File: src/rtl/reg_banda_if.sv
// reg_banda_if: bus bundle for the reg_banda holding register.
//   in       producer -> register : data word to store
//   escribir producer -> register : write strobe, captures `in` on the rising edge
//   leer     consumer -> register : read strobe, loads the stored word into `out`
//   out      register -> consumer : registered output word
// Strobe semantics: both strobes are level-sensitive with no ready/ack. Each
// rising edge where a strobe is high performs exactly one action. There is no
// back-pressure, so a write is never refused and a read never stalls.
interface reg_banda_if #(
  parameter int WIDTH = 25
);
  logic [WIDTH-1:0] in;
  logic             leer;
  logic             escribir;
  logic [WIDTH-1:0] out;

  modport master (output in, output leer, output escribir, input out);
  modport slave  (input in, input leer, input escribir, output out);
endinterface

File: src/rtl/reg_banda.sv
// reg_banda: single-entry holding register for one band word, followed by a
// registered output stage.
// Ports:
//   clk    system clock, all state updates on the rising edge
//   reset  synchronous, active-high; clears the stored word and the output
//   bus    reg_banda_if.slave (in, escribir, leer -> out)
// A write puts the word into `store`. A read copies `store` to `out`. When both
// strobes are high on the same edge, the read takes the old `store` value.
// There is no bypass, so the shortest write-to-output latency is two edges.
module reg_banda #(
  parameter int WIDTH = 25
) (
  input  logic        clk,
  input  logic        reset,
  reg_banda_if.slave  bus
);

  logic [WIDTH-1:0] store;
  logic [WIDTH-1:0] out_q;

  // Both nonblocking updates read pre-edge values. This ordering gives the
  // read-before-write behaviour on simultaneous strobes.
  always_ff @(posedge clk) begin
    if (reset) begin
      store <= '0;
      out_q <= '0;
    end else begin
      if (bus.escribir) store <= bus.in;
      if (bus.leer)     out_q <= store;
    end
  end

  // The output comes straight from a flop, with no combinational path from the inputs.
  assign bus.out = out_q;

endmodule

File: src/flat_wrapper.sv
// flat-port wrapper written by rule: the top's interface ports become plain ports
module reg_banda_flat 
#(
  parameter int WIDTH = 25
)
  (clk, reset, bus_in, bus_leer, bus_escribir, bus_out);
  reg_banda_if #(.WIDTH(WIDTH)) bus_i ();
  input  logic clk;
  input  logic reset;
  input wire logic [$bits(bus_i.in)-1:0] bus_in;
  input wire logic [$bits(bus_i.leer)-1:0] bus_leer;
  input wire logic [$bits(bus_i.escribir)-1:0] bus_escribir;
  output wire logic [$bits(bus_i.out)-1:0] bus_out;
  assign bus_i.in = bus_in;
  assign bus_i.leer = bus_leer;
  assign bus_i.escribir = bus_escribir;
  assign bus_out = bus_i.out;
  reg_banda #(.WIDTH(WIDTH)) u_core (.clk(clk), .reset(reset), .bus(bus_i));
endmodule
File: config.mk
export PLATFORM = sky130hd
export DESIGN_NAME = reg_banda_flat
export DESIGN_NICKNAME = d
export VERILOG_FILES = /design/src/rtl/reg_banda_if.sv /design/src/rtl/reg_banda.sv /design/src/flat_wrapper.sv
export SDC_FILE = /design/constraint.sdc
export NUM_CORES = 1
export LEC_CHECK = 0
export ABC_AREA = 1
export ABC_CLOCK_PERIOD_IN_PS = 800
export CORE_UTILIZATION = 43
export DETAILED_ROUTE_END_ITERATION = 7
export GPL_TIMING_DRIVEN = 1
export HOLD_SLACK_MARGIN = 0.15
export PLACE_DENSITY = 0.76
export RECOVER_POWER = 25
export SETUP_SLACK_MARGIN = 0.2
export SYNTH_ARGS = -nofsm -noshare
export SYNTH_HDL_FRONTEND = slang
export SYNTH_SLANG_ARGS = --single-unit
File: constraint.sdc
create_clock -name clk -period 0.8 [get_ports clk]
set_input_delay 0.08 -clock clk [delete_from_list [all_inputs] [get_ports clk]]
set_output_delay 0.08 -clock clk [all_outputs]
set_load 0.005 [all_outputs]
==> results.yml, run 1 <==
status:
  status: "finished, violations left"
  violations: "negative setup slack"
floorplanning:
  die_x_um: 71.98
  pin_count: 54
  row_count: 25
  fp.coreArea_mm2: 0.004723
  die_y_um: 71.98
  start_util_pct: 44.58
  dieArea_mm2: 0.005181
clock_tree:
  clk_pin_slew_ps: 80
  clk_latency_ps: 300
  htree_levels: 2
  root_buffer: "clkbuf_8"
  cts_buffer_depth: 2
  clock-sinks: 50
  cts_tree: "done"
  hold_buffers: 0
  numCtsBuffers: 5
logic_synthesis:
  synth_area_per_cell_um2: 6.622
  synth.distinct_cells: 8
  synth-compound-area-share_pct: 0
  syn-num-nets: 347
  synth_cells: 318
  synth_xor_area_share_pct: 0
  synth_mux_area_share_pct: 0
  synth_area_mm2: 0.002106
  synth_top_family_by_area: "simple AND/OR/NAND/NOR gates"
  synth_area_leaders: "dfxtp_1 (48%), nand2_1 (18%), nor2_1 (17%)"
  synth_top_area_share_pct: 47.53
  ys_warn_count: 0
  synthAdderAreaFrac_pct: 0
  ys_seq_area_share_pct: 47.53
  synth_top_area_cell: "dfxtp_1"
  synth_simple_gate_area_share_pct: 35.89
  synth-seq-cells: 50
worst_setup_path:
  crit_type: "register to primary output"
  max_stage_delay_ps: 330
  reg2reg_slack_ps: 170
  cpMaxStageDelayCell: "dfxtp_2"
  arrival_ps: 750
  critPathBufInv: 1
  path_max_fanout: 2
  critPathTopFamily: "flip-flops"
  endpoint_kind: "primary output"
  critPathLaunchType: "register"
  path_cells: "buf_2"
  crit_required_ps: 720
timing:
  setup_viol: 25
  report.final.slew_viol_count: 0
  max-slew-margin-rel_pct: 89.20
  max_freq_mhz: 1203
  worst_slew_pin_slew_ps: 162.0
  fin_ws_ps: -31.55
  rsz0062_at_grt: "true"
  finalCritPeriodShare_pct: 103.9
  finClkSkew_ps: 0.5567
  period_needed_ps: 831.6
  hold_violations: 0
route:
  dr.pass1.iters: 4
  ant_nets: 0
  wl_um: 4123
  vias_per_cell: 4.215
  drtIter0Drc: 83
  drc_errors: 0
  num_vias: 1859
  routedWlPerCell_um: 9.349
grt:
  overflow: 0
  grt_pass1_wl_um: 6465
  grt_pass1_vias: 1603
  grt_use_total_pct: 16.05
  antenna_found_initial: 0
  grt_max_degree: 37
power_and_ir_drop:
  leakagePower_nw: 1.519
  cellPowerDensity_mw_per_mm2: 1846
  p_total_mw: 5.377
  p_sw_mw: 1.274
  p_int_mw: 4.103
  p_comb_share_pct: 16.4
  clock_power_share_pct: 31.9
  p_seq_share_pct: 51.7
  switching_share_pct: 23.70
  ir_drop_mv: 0.8080
final_layout:
  drive_above_1_share_pct: 31.82
  fin_area_mm2: 0.002913
  stdcell_count: 441
  fin_nets: 402
  areaGrowthSynthToFinish_pct: 38.32
  num_antenna_cells: 0
  nFillCells: 449
  final_core_util_pct: 61.67
place:
  preCtsSetupSlack_ps: -198.3
  io_buffers: 53
  gp_congestion: 0.7235
  hpwlAfterDp_um: 2400
  placed_cells: 427
  placed_area_mm2: 0.002660
run:
  drv_cap: 0
min_path:
  hold_path_class: "input pin to register"
## what timing repair did
action | in CTS | in global routing
setup endpoints to repair | 75 | 65
resized for setup | 140 | 53
buffers inserted | 1 | 1
pin swaps | 1 | 10
cloned | 2 | 2
## Yosys cell counts
master	n
inv_1	50
buf_6	8
nor2_1	98
inv_2	1
nand2_1	100
dfxtp_1	50
nor2_2	2
buf_4	9
## layer usage
layer / wire, um / track usage [%]
met5: 0 / 0
met1: 2020 / 20.37
met4: 85 / 8.279
met2: 1800 / 24.84
met3: 217 / 4.722
## power by group through the flow
stage	Sequential (mW)	Combinational [mW]	Clock, mW
final	2.78	0.880	1.71
after global routing	2.80	0.992	1.85
after CTS	2.76	0.799	1.77
after detailed placement	2.80	0.816	0
after global placement	2.79	0.802	0
after floorplan	2.79	0.463	0
## area by class of cell
type	instances	area (um^2)	area share, %
Sequential cell	50	1050	36.04
Multi-Input combinational cell	200	793.3	27.23
Timing Repair Buffer	65	688.2	23.63
Inverter	51	191.4	6.572
Tap cell	67	83.83	2.878
Clock buffer	7	76.32	2.620
Clock inverter	1	30.03	1.031
## cells in the final DEF, fill, tap and decap left out, drive strengths merged
cell             n
buf             36
bufbuf           1
bufinv           1
clkbuf           9
clkdlybuf4s15    1
clkdlybuf4s50   25
dfxtp           50
inv             51
nand2          100
nor2           100
## final timing paths
kind                 startpoint            endpoint  cells past startpoint
min                    bus_leer  u_core.bus.out[20]                      4
max          u_core.bus.out[13]         bus_out[13]                      1
max reg2reg  u_core.bus.out[20]  u_core.bus.out[20]                      3
min reg2reg   u_core.bus.out[4]   u_core.bus.out[4]                      2
## per-stage QoR
step / setup TNS, ps / hold slack, ps
finish: -486.9 / 227.4
global placement: -12040 / 456.5
CTS: -821.7 / 231.0
detailed placement: -11370 / 461.0
floorplan: 0 / 268.2
global route: -1161 / 241.4
## flip-flops by register name (all words and copies together), names as in the netlist
register	cells
u_core.bus.out	25
u_core.store	25
## kinds of logic (layout without fill, tap and decap cells)
family | Yosys count | in the layout
buffers and inverters | 68 | 124
AND/OR/NAND/NOR | 200 | 200
flip-flops | 50 | 50
No activity file was read; power rests on OpenSTA's default activity.
==> inputs of run 2 (changes only) <==
- ABC_CLOCK_PERIOD_IN_PS: 800 -> 1000
- CORE_UTILIZATION: 43 -> 52
- PLACE_DENSITY: 0.76 -> 0.86
- clock period: 0.8 -> 1 ns (I/O delays scaled with it)
==> run 2 against run 1 <==
  * The flow now finishes without violations
  * Largest power group unchanged
  * Sequential share of layout area up 2.7 points
  * Die area shrank 17%
  * Via count decreased by 4.4%
  * Combinational power shrank 31%
  * Worst setup slack gained 190 ps
  * Sequential power shrank 21%
  * Cell area decreased by 8.6%
  * Clock power down 32%
  * Hold slack better by 60 ps
==> results.yml, run 2 (same netlist as run 1, synthesis figures left out) <==
status:
  status: "finished clean"
timing:
  period_needed_ps: 845.8
  setup_viol: 0
  report.final.slew_viol_count: 0
  setup_tns_ps: 0
  finClkSkew_ps: 3.274
  max-slew-margin-rel_pct: 86.44
  finalCritPeriodShare_pct: 84.58
  max_freq_mhz: 1182
  rsz0062_at_grt: "true"
  whs_ps: 287.5
  fin_ws_ps: 154.2
  worst_slew_pin_slew_ps: 203.5
  hold_violations: 0
final_layout:
  multiInputGateArea_um2: 755.7
  areaGrowthSynthToFinish_pct: 26.44
  regArea_mm2: 0.001031
  num_antenna_cells: 0
  nFillCells: 325
  final_common_cell: "nand2_1"
  drive_above_1_share_pct: 17.71
  final_cell_mix: "nand2_1 (100), nor2_1 (98), inv_1 (51)"
  fin_nets: 395
power_and_ir_drop:
  leakagePower_nw: 1.436
  ir_drop_mv: 1.102
  cellPowerDensity_mw_per_mm2: 1495
floorplanning:
  pin_count: 54
  die_y_um: 65.64
  die_x_um: 65.64
  row_count: 22
  start_util_pct: 55.84
  fp.coreArea_mm2: 0.003771
  dieArea_mm2: 0.004308
clock_tree:
  cts_tree: "done"
  numCtsBuffers: 5
  root_buffer: "clkbuf_8"
  cts_buffer_depth: 2
  clk_pin_slew_ps: 80
  htree_levels: 2
  clk_latency_ps: 290
  hold_buffers: 0
  clock-sinks: 50
worst_setup_path:
  critPathLaunchType: "register"
  crit_required_ps: 900
  critPathBufInv: 1
  rr_worst_depth: 3
  cp.depth: 1
  cpMaxStageDelayCell: "dfxtp_2"
  path_cells: "buf_2"
  arrival_ps: 750
  max_stage_delay_ps: 330
  endpoint_kind: "primary output"
  path_max_fanout: 2
  crit_type: "register to primary output"
  critPathTopFamily: "flip-flops"
route:
  dr.pass1.iters: 4
  drc_errors: 0
  vias_per_cell: 4.284
  num_vias: 1778
  routedWlPerCell_um: 9.152
  drtIter0Drc: 128
  wl_um: 3798
  ant_nets: 0
place:
  hpwlAfterDp_um: 2419
  gp_congestion: 0.7267
  preCtsSetupSlack_ps: -41.11
  io_buffers: 53
grt:
  grt_use_total_pct: 18.80
  antenna_found_initial: 0
  grt_pass1_vias: 1511
  grt_max_degree: 51
  overflow: 0
  grt_pass1_wl_um: 6223
min_path:
  hold_depth: 4
  hold_path_class: "input pin to register"
run:
  drv_cap: 0
[run 2: cell count changes in the layout (fill, tap and decap cells not counted), moves of 2 or more]
cell and change:
nand2_2 -5, dfxtp_2 -15, clkbuf_16 -2, nor2_2 -7, buf_12 -2, dfxtp_1 +15
inv_1 +20, nand2_1 +5, inv_2 -20, nor2_1 +8
[run 2: worst paths after layout]
| path | slack (ps) | startpoint | to |
|---|---|---|---|
| worst max register to register | 350 | u_core.bus.out[3] | u_core.bus.out[3] |
| worst max-delay path | 150 | u_core.bus.out[12] | bus_out[12] |
| worst min register to register | 470 | u_core.bus.out[21] | u_core.bus.out[21] |
| worst min-delay path | 290 | bus_leer | u_core.bus.out[12] |
[run 2: layout make-up]
type	count	share of cell area, %
clock inverter	1	0.1880
multi-input combinational	200	28.38
timing repair buffer	58	20.02
clock buffer	7	3.242
inverter	51	7.190
sequential	50	38.72
tap	48	2.256
[run 2: layer usage]
metal / routed length (um) / GRT usage, % / up-vias
li1: - / - / 987
met2: 1765 / 29.97 / 45
met5: 0 / 0 / -
met3: 203 / 5.382 / 2
met4: 34 / 8.152 / 0
met1: 1795 / 23.40 / 744
[run 2: stage by stage]
stage	utilization [%]	cells	instance area (um^2)	power (mW)
6_report	70.60	415	2663	3.979
5_1_grt	70.60	415	2663	4.204
4_1_cts	69.11	414	2606	3.990
3_5_place_dp	69.18	406	2609	2.880
3_3_place_gp	69.18	406	2609	2.859
2_1_floorplan	-	318	2106	2.606
[run 2: power breakdown]
part           leakage, nW  switching (mW)  internal, mW  total [mW]
Combinational        0.965           0.287         0.315       0.603
Sequential           0.423          0.0715          2.14        2.21
Clock               0.0482           0.609         0.558        1.17
[run 2: what timing repair did]
| item | in CTS | in global routing |
|---|---|---|
| setup endpoints to repair | 25 | 25 |
| pin swaps | 0 | 0 |
| setup buffers | 0 | 1 |
| resized for setup | 122 | 8 |
